[src/rtl/regfile_scoreboard.sv]
// -----------------------------------------------------------------------------
// regfile_scoreboard
//
// Register file with two write ports (primary ALU/LW writeback and multdiv
// writeback), two combinational read ports, optional same-cycle write-to-read
// bypass, and a per-register pending scoreboard.
//
// The scoreboard lets decode stall on operands whose value is still being
// computed by the multi-cycle multdiv unit.
//
// Parameters
//   WIDTH       data width of every register and data port
//   ADDR_BITS   register address width, DEPTH = 2**ADDR_BITS
//   BYPASS      1: same-cycle write data is forwarded to the read ports
//               0: reads return array contents only
//   MAX_PENDING maximum number of simultaneously pending registers
//
// Ports
//   clock               system clock, rising edge
//   ctrl_reset          asynchronous active-low reset
//   ctrl_writeEnable    primary write enable
//   ctrl_writeReg       primary write address
//   data_writeReg       primary write data
//   ctrl_mdWriteEnable  multdiv writeback enable (clears pending bit)
//   ctrl_mdWriteReg     multdiv writeback address
//   data_mdWriteReg     multdiv writeback data
//   ctrl_mdIssue        multdiv op issued (marks destination pending)
//   ctrl_mdIssueReg     destination of the issued op
//   ctrl_readRegA/B     read addresses
//   data_readRegA/B     read data (combinational)
//   pending_readRegA/B  read register awaits a multdiv result
//   pending_full        pending count has reached MAX_PENDING
//   issue_accept        current ctrl_mdIssue is accepted (combinational)
//
// Issue handshake: ctrl_mdIssue is a request that takes effect on the rising
// edge only in a cycle where issue_accept is 1; a rejected request changes no
// state and the requester keeps it asserted until it is accepted.
// -----------------------------------------------------------------------------
module regfile_scoreboard #(
  parameter int WIDTH       = 32,
  parameter int ADDR_BITS   = 5,
  parameter int BYPASS      = 1,
  parameter int MAX_PENDING = 4
) (
  input  logic                 clock,
  input  logic                 ctrl_reset,
  input  logic                 ctrl_writeEnable,
  input  logic [ADDR_BITS-1:0] ctrl_writeReg,
  input  logic [WIDTH-1:0]     data_writeReg,
  input  logic                 ctrl_mdWriteEnable,
  input  logic [ADDR_BITS-1:0] ctrl_mdWriteReg,
  input  logic [WIDTH-1:0]     data_mdWriteReg,
  input  logic                 ctrl_mdIssue,
  input  logic [ADDR_BITS-1:0] ctrl_mdIssueReg,
  input  logic [ADDR_BITS-1:0] ctrl_readRegA,
  input  logic [ADDR_BITS-1:0] ctrl_readRegB,
  output logic [WIDTH-1:0]     data_readRegA,
  output logic [WIDTH-1:0]     data_readRegB,
  output logic                 pending_readRegA,
  output logic                 pending_readRegB,
  output logic                 pending_full,
  output logic                 issue_accept
);

  localparam int DEPTH = 1 << ADDR_BITS;
  localparam int CW    = $clog2(MAX_PENDING + 1);
  localparam logic [CW-1:0] MAX_CNT = CW'(MAX_PENDING);
  localparam logic BYP = (BYPASS != 0);
  localparam logic [ADDR_BITS-1:0] ZERO_ADDR = '0;

  // ---------------------------------------------------------------------------
  // State
  // ---------------------------------------------------------------------------
  logic [WIDTH-1:0] r_regs [DEPTH];
  logic [DEPTH-1:0] r_pending;
  logic [CW-1:0]    r_count;

  // ---------------------------------------------------------------------------
  // Write / issue qualification
  // ---------------------------------------------------------------------------
  logic w_pr_wr;        // primary write to a real register
  logic w_md_wr;        // multdiv write to a real register
  logic w_issue_nz;     // issue targets a real register
  logic w_issue_pend;   // issue target is already pending
  logic w_md_clears;    // multdiv write hits a pending register
  logic w_room;         // scoreboard has a free slot
  logic w_accept;
  logic w_new_set;      // accepted issue creates a new pending entry
  logic w_clear;        // multdiv write retires a pending entry
  logic w_same_reg;     // issue and multdiv write name the same register

  assign w_pr_wr      = ctrl_writeEnable   && (ctrl_writeReg   != ZERO_ADDR);
  assign w_md_wr      = ctrl_mdWriteEnable && (ctrl_mdWriteReg != ZERO_ADDR);
  assign w_issue_nz   = ctrl_mdIssueReg != ZERO_ADDR;
  assign w_issue_pend = r_pending[ctrl_mdIssueReg];
  assign w_md_clears  = w_md_wr && r_pending[ctrl_mdWriteReg];
  assign w_room       = r_count < MAX_CNT;
  assign w_same_reg   = ctrl_mdIssueReg == ctrl_mdWriteReg;

  // A multdiv write that retires an entry frees its slot in the same cycle,
  // so a full scoreboard can still take a new issue alongside it.
  assign w_accept = ctrl_reset && ctrl_mdIssue &&
                    (!w_issue_nz || w_issue_pend || w_room || w_md_clears);

  assign w_new_set = w_accept && w_issue_nz && !w_issue_pend;

  // When issue and writeback hit the same register, the set wins, so the
  // writeback does not retire the entry.
  assign w_clear = w_md_clears && !(w_accept && w_same_reg);

  assign issue_accept = w_accept;
  assign pending_full = ctrl_reset && (r_count == MAX_CNT);

  // ---------------------------------------------------------------------------
  // Next-state of the pending vector
  // ---------------------------------------------------------------------------
  logic [DEPTH-1:0] w_pending_next;

  always_comb begin
    w_pending_next = r_pending;
    if (w_md_wr) begin
      w_pending_next[ctrl_mdWriteReg] = 1'b0;
    end
    // Applied after the clear so a same-register issue keeps the bit set.
    if (w_accept && w_issue_nz) begin
      w_pending_next[ctrl_mdIssueReg] = 1'b1;
    end
    w_pending_next[0] = 1'b0;
  end

  logic [CW-1:0] w_count_next;

  always_comb begin
    w_count_next = r_count;
    case ({w_new_set, w_clear})
      2'b10:   w_count_next = r_count + CW'(1);
      2'b01:   w_count_next = r_count - CW'(1);
      default: w_count_next = r_count;
    endcase
  end

  // ---------------------------------------------------------------------------
  // Sequential state
  // ---------------------------------------------------------------------------
  always_ff @(posedge clock or negedge ctrl_reset) begin
    if (!ctrl_reset) begin
      for (int i = 0; i < DEPTH; i++) begin
        r_regs[i] <= '0;
      end
      r_pending <= '0;
      r_count   <= '0;
    end else begin
      if (w_pr_wr) begin
        r_regs[ctrl_writeReg] <= data_writeReg;
      end
      // Later assignment wins: multdiv has priority on a same-register write.
      if (w_md_wr) begin
        r_regs[ctrl_mdWriteReg] <= data_mdWriteReg;
      end
      r_pending <= w_pending_next;
      r_count   <= w_count_next;
    end
  end

  // ---------------------------------------------------------------------------
  // Read ports
  // ---------------------------------------------------------------------------
  function automatic logic [WIDTH-1:0] read_value(
    input logic [ADDR_BITS-1:0] addr
  );
    logic [WIDTH-1:0] v;
    v = r_regs[addr];
    if (BYP) begin
      if (w_md_wr && (ctrl_mdWriteReg == addr)) begin
        v = data_mdWriteReg;
      end else if (w_pr_wr && (ctrl_writeReg == addr)) begin
        v = data_writeReg;
      end
    end
    if (addr == ZERO_ADDR) begin
      v = '0;
    end
    return v;
  endfunction

  // With bypass, a multdiv result arriving this cycle is already on the read
  // port, so the operand is no longer stalled unless it is re-issued now.
  function automatic logic read_pending(
    input logic [ADDR_BITS-1:0] addr
  );
    logic p;
    p = r_pending[addr] && (addr != ZERO_ADDR);
    if (BYP && w_md_wr && (ctrl_mdWriteReg == addr) &&
        !(w_accept && (ctrl_mdIssueReg == addr))) begin
      p = 1'b0;
    end
    return p;
  endfunction

  always_comb begin
    data_readRegA    = '0;
    data_readRegB    = '0;
    pending_readRegA = 1'b0;
    pending_readRegB = 1'b0;
    if (ctrl_reset) begin
      data_readRegA    = read_value(ctrl_readRegA);
      data_readRegB    = read_value(ctrl_readRegB);
      pending_readRegA = read_pending(ctrl_readRegA);
      pending_readRegB = read_pending(ctrl_readRegB);
    end
  end

endmodule

[config.mk]
export PLATFORM = sky130hd
export DESIGN_NAME = regfile_scoreboard
export DESIGN_NICKNAME = d
export VERILOG_FILES = /design/src/rtl/regfile_scoreboard.sv
export SDC_FILE = /design/constraint.sdc
export NUM_CORES = 2
export LEC_CHECK = 0
export ABC_CLOCK_PERIOD_IN_PS = 4600
export BUFFER_PORTS_ARGS = -buffer_cell sky130_fd_sc_hd__buf_2
export CORE_MARGIN = 3
export CORE_UTILIZATION = 65
export DETAILED_ROUTE_END_ITERATION = 12
export PLACE_DENSITY = 0.79
export SLEW_MARGIN = 15
export SYNTH_ARGS = -nofsm -noshare
export SYNTH_HDL_FRONTEND = slang
export SYNTH_SLANG_ARGS = --single-unit
[constraint.sdc]
create_clock -name clock -period 4.6 [get_ports clock]
set_input_delay 0.92 -clock clock [delete_from_list [all_inputs] [get_ports clock]]
set_output_delay 0.92 -clock clock [all_outputs]
set_load 0.005 [all_outputs]
[Word level (Yosys, flattened, before mapping)]
Cells that the tools add are included.
Operators by class
  mux-type cells: 41
  reductions and logical operators: 40
  magnitude comparators: 13
  eq/ne operators: 10
  bitwise operators: 7
  $add $sub $neg: 2
Operators by type and width (number)
  $bwmux 1024: 2
  $mux 1024: 2
  $mux 32: 16
  $bmux 32 s5: 2
  $demux 32 s5: 2
  $eq 5x5->1: 7
  $and 32x32->32: 1
  $not 32->32: 1
  $or 32x32->32: 1
  $reduce_bool 5->1: 5
  $ge 6x6->1 const B: 4
  $logic_and 1x1->1: 24
  $lt 5x6->1 const B: 4
  $not 5->6: 4
  $bmux 1 s5: 4
  $lt 6x1->1 const B: 2
  $demux 1 s5: 2
  $ge 5x1->1 const B: 2
  $logic_not 5->1: 2
  $mux 1: 10
  $pmux 3 s2: 1
  $logic_not 1->1: 5
  $add 3x1->3 const B: 1
  $eq 3x3->1 const B: 1
  6 further kinds: 8
Storage, ports and cells
  bits in registers: 1058
  logic and storage cells: 147
  output and inout bits: 68
  input bits: 94

[Longest topological paths before layout]
  word-level depth: 11
  depth in mapped cells: 15
  depth with buffers taken out: 13

[Worst setup path before layout]
Ideal clock, no wire load.
  path kind: input port to output port
  start: in ctrl_readRegB[0]
  end: out data_readRegB[18]
  arrival: 2.846 ns
  cell stages on the path: 7
  required time: 3.680 ns
  setup slack: 0.834 ns
  buffers on the path: 3
  cells stage by stage: buf_2 buf_2 buf_2 mux4_2 mux4_2 mux2i_1 o21ai_0
Between the ends
  longest elaborated chain between the ends: 8
  elaborated cells on any way between the ends: 13
RTL lines
  from (decl): line 56  | input logic [ADDR_BITS-1:0] ctrl_readRegB,
  $not 5->6 (not written as such): line 172  | v = r_regs[addr];
  $bmux 32 s5: line 172
  $mux 32 (not written as such) (2 in series): line 172
  $mux 32: line 176  | end else if (w_pr_wr && (ctrl_writeReg == addr)) begin
  $mux 32: line 174  | if (w_md_wr && (ctrl_mdWriteReg == addr)) begin
  $mux 32 *: line 180  | if (addr == ZERO_ADDR) begin
  $mux 32 *: line 205  | if (ctrl_reset) begin
  to (decl): line 58  | output logic [WIDTH-1:0] data_readRegB,
Mark *: on every way between the ends. The rest lies on a longest branch, timed or not. The select of a mux whose other input is x is not followed.

[Worst setup path in the final report]
  start: in ctrl_readRegB[0]
  end: out data_readRegB[13]
The elaborated chain is that of the path after synthesis.

==> out/metrics.yaml <==
global_route:
  first_global_vias: 54500
  overflow: 0
  antenna_found_initial: 13
  grt_max_degree: 178
  grt.total_usage_pct: 45.1
  grt_pass1_wl_mm: 356
clock_tree:
  cts_made_buffers: 112
  cts-hold-fix-buffers: 0
  root_buffer: "clkbuf_16"
  post_cts_buffers: 0
  cts_tree: "yes"
  clock_latency_ns: 0.73
  post_cts_resize_count: 0
  h-tree-depth: 3
  clkTransAtPathRegs_ns: 0.07
  clockBufferDepth: 3
  cts.sinks: 1058
synth:
  async_flop_share_pct: 100
  synth_fp_nets: 6145
  synthesis.area_sq_um: 66900
  yosys_warnings: 0
  yosysUniqueCellTypes: 56
  syn_area_per_cell_sq_um: 11.1
  synth-seq-area-share_pct: 39.6
  synthCells: 6049
  synth_edf_count: 0
  synth_seq_cells: 1058
  ys.flop_type: "dfrtp_1"
run:
  max_cap_viol_count: 0
finish:
  finalNetCount: 5756
  nFillCells: 6761
  final_layout_size_suffix_gt1_share_pct: 22.4
  area_growth_pct: 8.75
timing:
  maxSlewHeadroom_pct: 12.4
  fmax_mhz: 225
  finalHoldViolCount: 0
  setup_viol: 0
  final.setup.worst_slack_ns: 0.154
  timing.final.crit_share_pct: 96.6
  worst_clock_skew_ns: 0.0229
  tightest_slew_ns: 1.30
  rsz0062_at_grt: "false"
  final_max_slew_viol_count: 0
  min_period_ns: 4.45
  finalSetupTns_ns: 0
hold_path:
  hp-class: "primary input to async pin"
floorplanning:
  ios: 162
  die_w_microns: 327
  die_h_microns: 327
  core_sq_um: 102000
  die-area_sq_um: 107000
  std_cell_rows: 117
  initial_utilization_pct: 65.7
drt:
  vias_per_cell: 7.80
  dr.pass1.iters: 9
  routed_wl_mm: 241
  drc: 0
  route.met2.wl_mm: 101
  avgRoutedWirePerCell_microns: 33.8
  vias: 55600
  antenna_left: 0
  wl_met1_mm: 80.3
  top_layer_used: "met5"
  first_iter_violations: 9764
  met3_length_mm: 39.1
place:
  gp_congestion: 0.928
  post-dp-hpwl_mm: 133
  port_buffers: 161
  post-place-ws_ns: 0.294
critical_path:
  end_kind: "output port"
  critPathMaxFanout: 20
  startpoint_type: "primary input"
  worstPathArrival_ns: 3.53
  crit_required_ns: 3.68
  critical_path_class: "primary input to output port"
outcome:
  status: "completed"
power:
  p_sw_mw: 9.75
  combPwrFrac_pct: 25.3
  p_seq_share_pct: 43.2
  power_density_nw_per_um2: 439
  p_int_mw: 22.2
  swShare_pct: 30.5
  irDropWorstVdd_v: 0.000318
  p_leak_nw: 31.4
  p_clk_share_pct: 31.5
-- kinds of logic after synthesis --
group / share of synthesized area [%]
compound gates: 10.9
xor+xnor: 0.497
fa+ha+maj: 0.0486
buf+inv: 5.21
flops: 39.6
mux: 36.8
simple gates: 6.97
-- critical path, stage by stage --
cell and delay (ns):
buf_8 0.26, buf_12 0.25, buf_12 0.20, mux4_2 0.52
mux4_2 0.46, mux2i_1 0.49, o21ai_0 0.20, buf_2 0.16
-- power by group through the flow --
| stage | Sequential (mW) | Combinational [mW] | Clock (mW) |
|---|---|---|---|
| after CTS | 13.6 | 7.97 | 10.0 |
| after global routing | 14.0 | 8.66 | 10.4 |
| after floorplan | 13.0 | 6.16 | 0 |
| final | 13.8 | 8.09 | 10.1 |
| after detailed placement | 13.7 | 7.92 | 0 |
| after global placement | 13.5 | 7.58 | 0 |
-- worst paths after layout --
| path | from | slack, ns | cells after the start | endpoint |
|---|---|---|---|---|
| max in group asynchronous | ctrl_reset | 1.67 | 4 | r_regs[306] |
| min in group clock | r_regs[997] | 0.40 | 0 | r_regs[997] |
| worst max-delay path | ctrl_readRegB[0] | 0.15 | 8 | data_readRegB[13] |
| worst min-delay path | ctrl_reset | 0.04 | 1 | r_regs[802] |
| worst min register to register | r_regs[997] | 0.40 | 0 | r_regs[997] |
| worst max register to register | r_pending[30] | 1.73 | 12 | r_count[2] |
-- metal layers --
metal  vias up  global-route usage (%)
li1      21500                       -
met1     27300                    58.5
met2      5375                    62.6
met3      1432                    17.4
met4         8                    31.3
met5         -                       0
-- registers in the layout (all words and copies together) (netlist names) --
register and cells:
r_count 3, r_pending 31, r_regs 1024
-- layout by cell type (no fill, tap or decap), types with 16 or more instances in the layout --
cell type	instances
dfrtp_1	1058
mux2i_1	950
mux4_2	661
nand2_1	535
o21ai_0	508
nor2_1	488
a21oi_1	483
buf_2	150
a32oi_1	115
buf_4	115
clkbuf_16	113
o21ai_1	75
a22oi_1	67
buf_12	64
a32o_1	30
nor2_4	27
nand2_4	26
clkinv_2	24
clkbuf_8	23
xor2_1	22
mux2_2	19
bufinv_16	19
inv_1	18
clkbuf_1	18
xnor2_1	16
-- stage by stage --
step                hold WS, ns  power [mW]  std cells  utilization [%]  instance area [sq um]
finish                   0.0447        32.0       7136             71.4                  72800
global route             0.0468        33.0       7130             71.4                  72700
CTS                      0.0369        31.6       7125             71.4                  72700
detailed placement        0.383        21.7       6914             67.4                  68700
global placement          0.376        21.1       6914             67.4                  68700
floorplan                 0.441        19.2       6049                -                  66900
-- synth_stat cells, drive strengths merged, types with 6 or more instances --
master / count / area [sq um]
a21oi: 483 / 2420
a22oi: 67 / 503
a32o: 30 / 300
a32oi: 115 / 1010
and3: 11 / 68.8
buf: 294 / 1350
clkbuf: 545 / 2070
dfrtp: 1058 / 26500
inv: 18 / 67.6
mux2: 19 / 214
mux2i: 950 / 9510
mux4: 661 / 14900
nand2: 566 / 2130
nand3: 9 / 45.0
nor2: 515 / 1930
nor2b: 6 / 37.5
nor3: 11 / 55.1
nor3b: 11 / 98.8
o21ai: 583 / 2920
xnor2: 16 / 140
xor2: 22 / 193
-- final cells by class --
type                    instances  area (sq um)  share of cell area (%)
inverters                      18          67.6                  0.0929
clock inverters                57           837                    1.15
diodes                         11          27.5                  0.0378
repair buffers                336          2990                    4.11
well taps                    1368          1710                    2.35
flip-flops and latches       1058         26500                    36.4
clock buffers                 154          3210                    4.41
multi-input cells            4134         37400                    51.4
(Power assumes the default switching activity.)
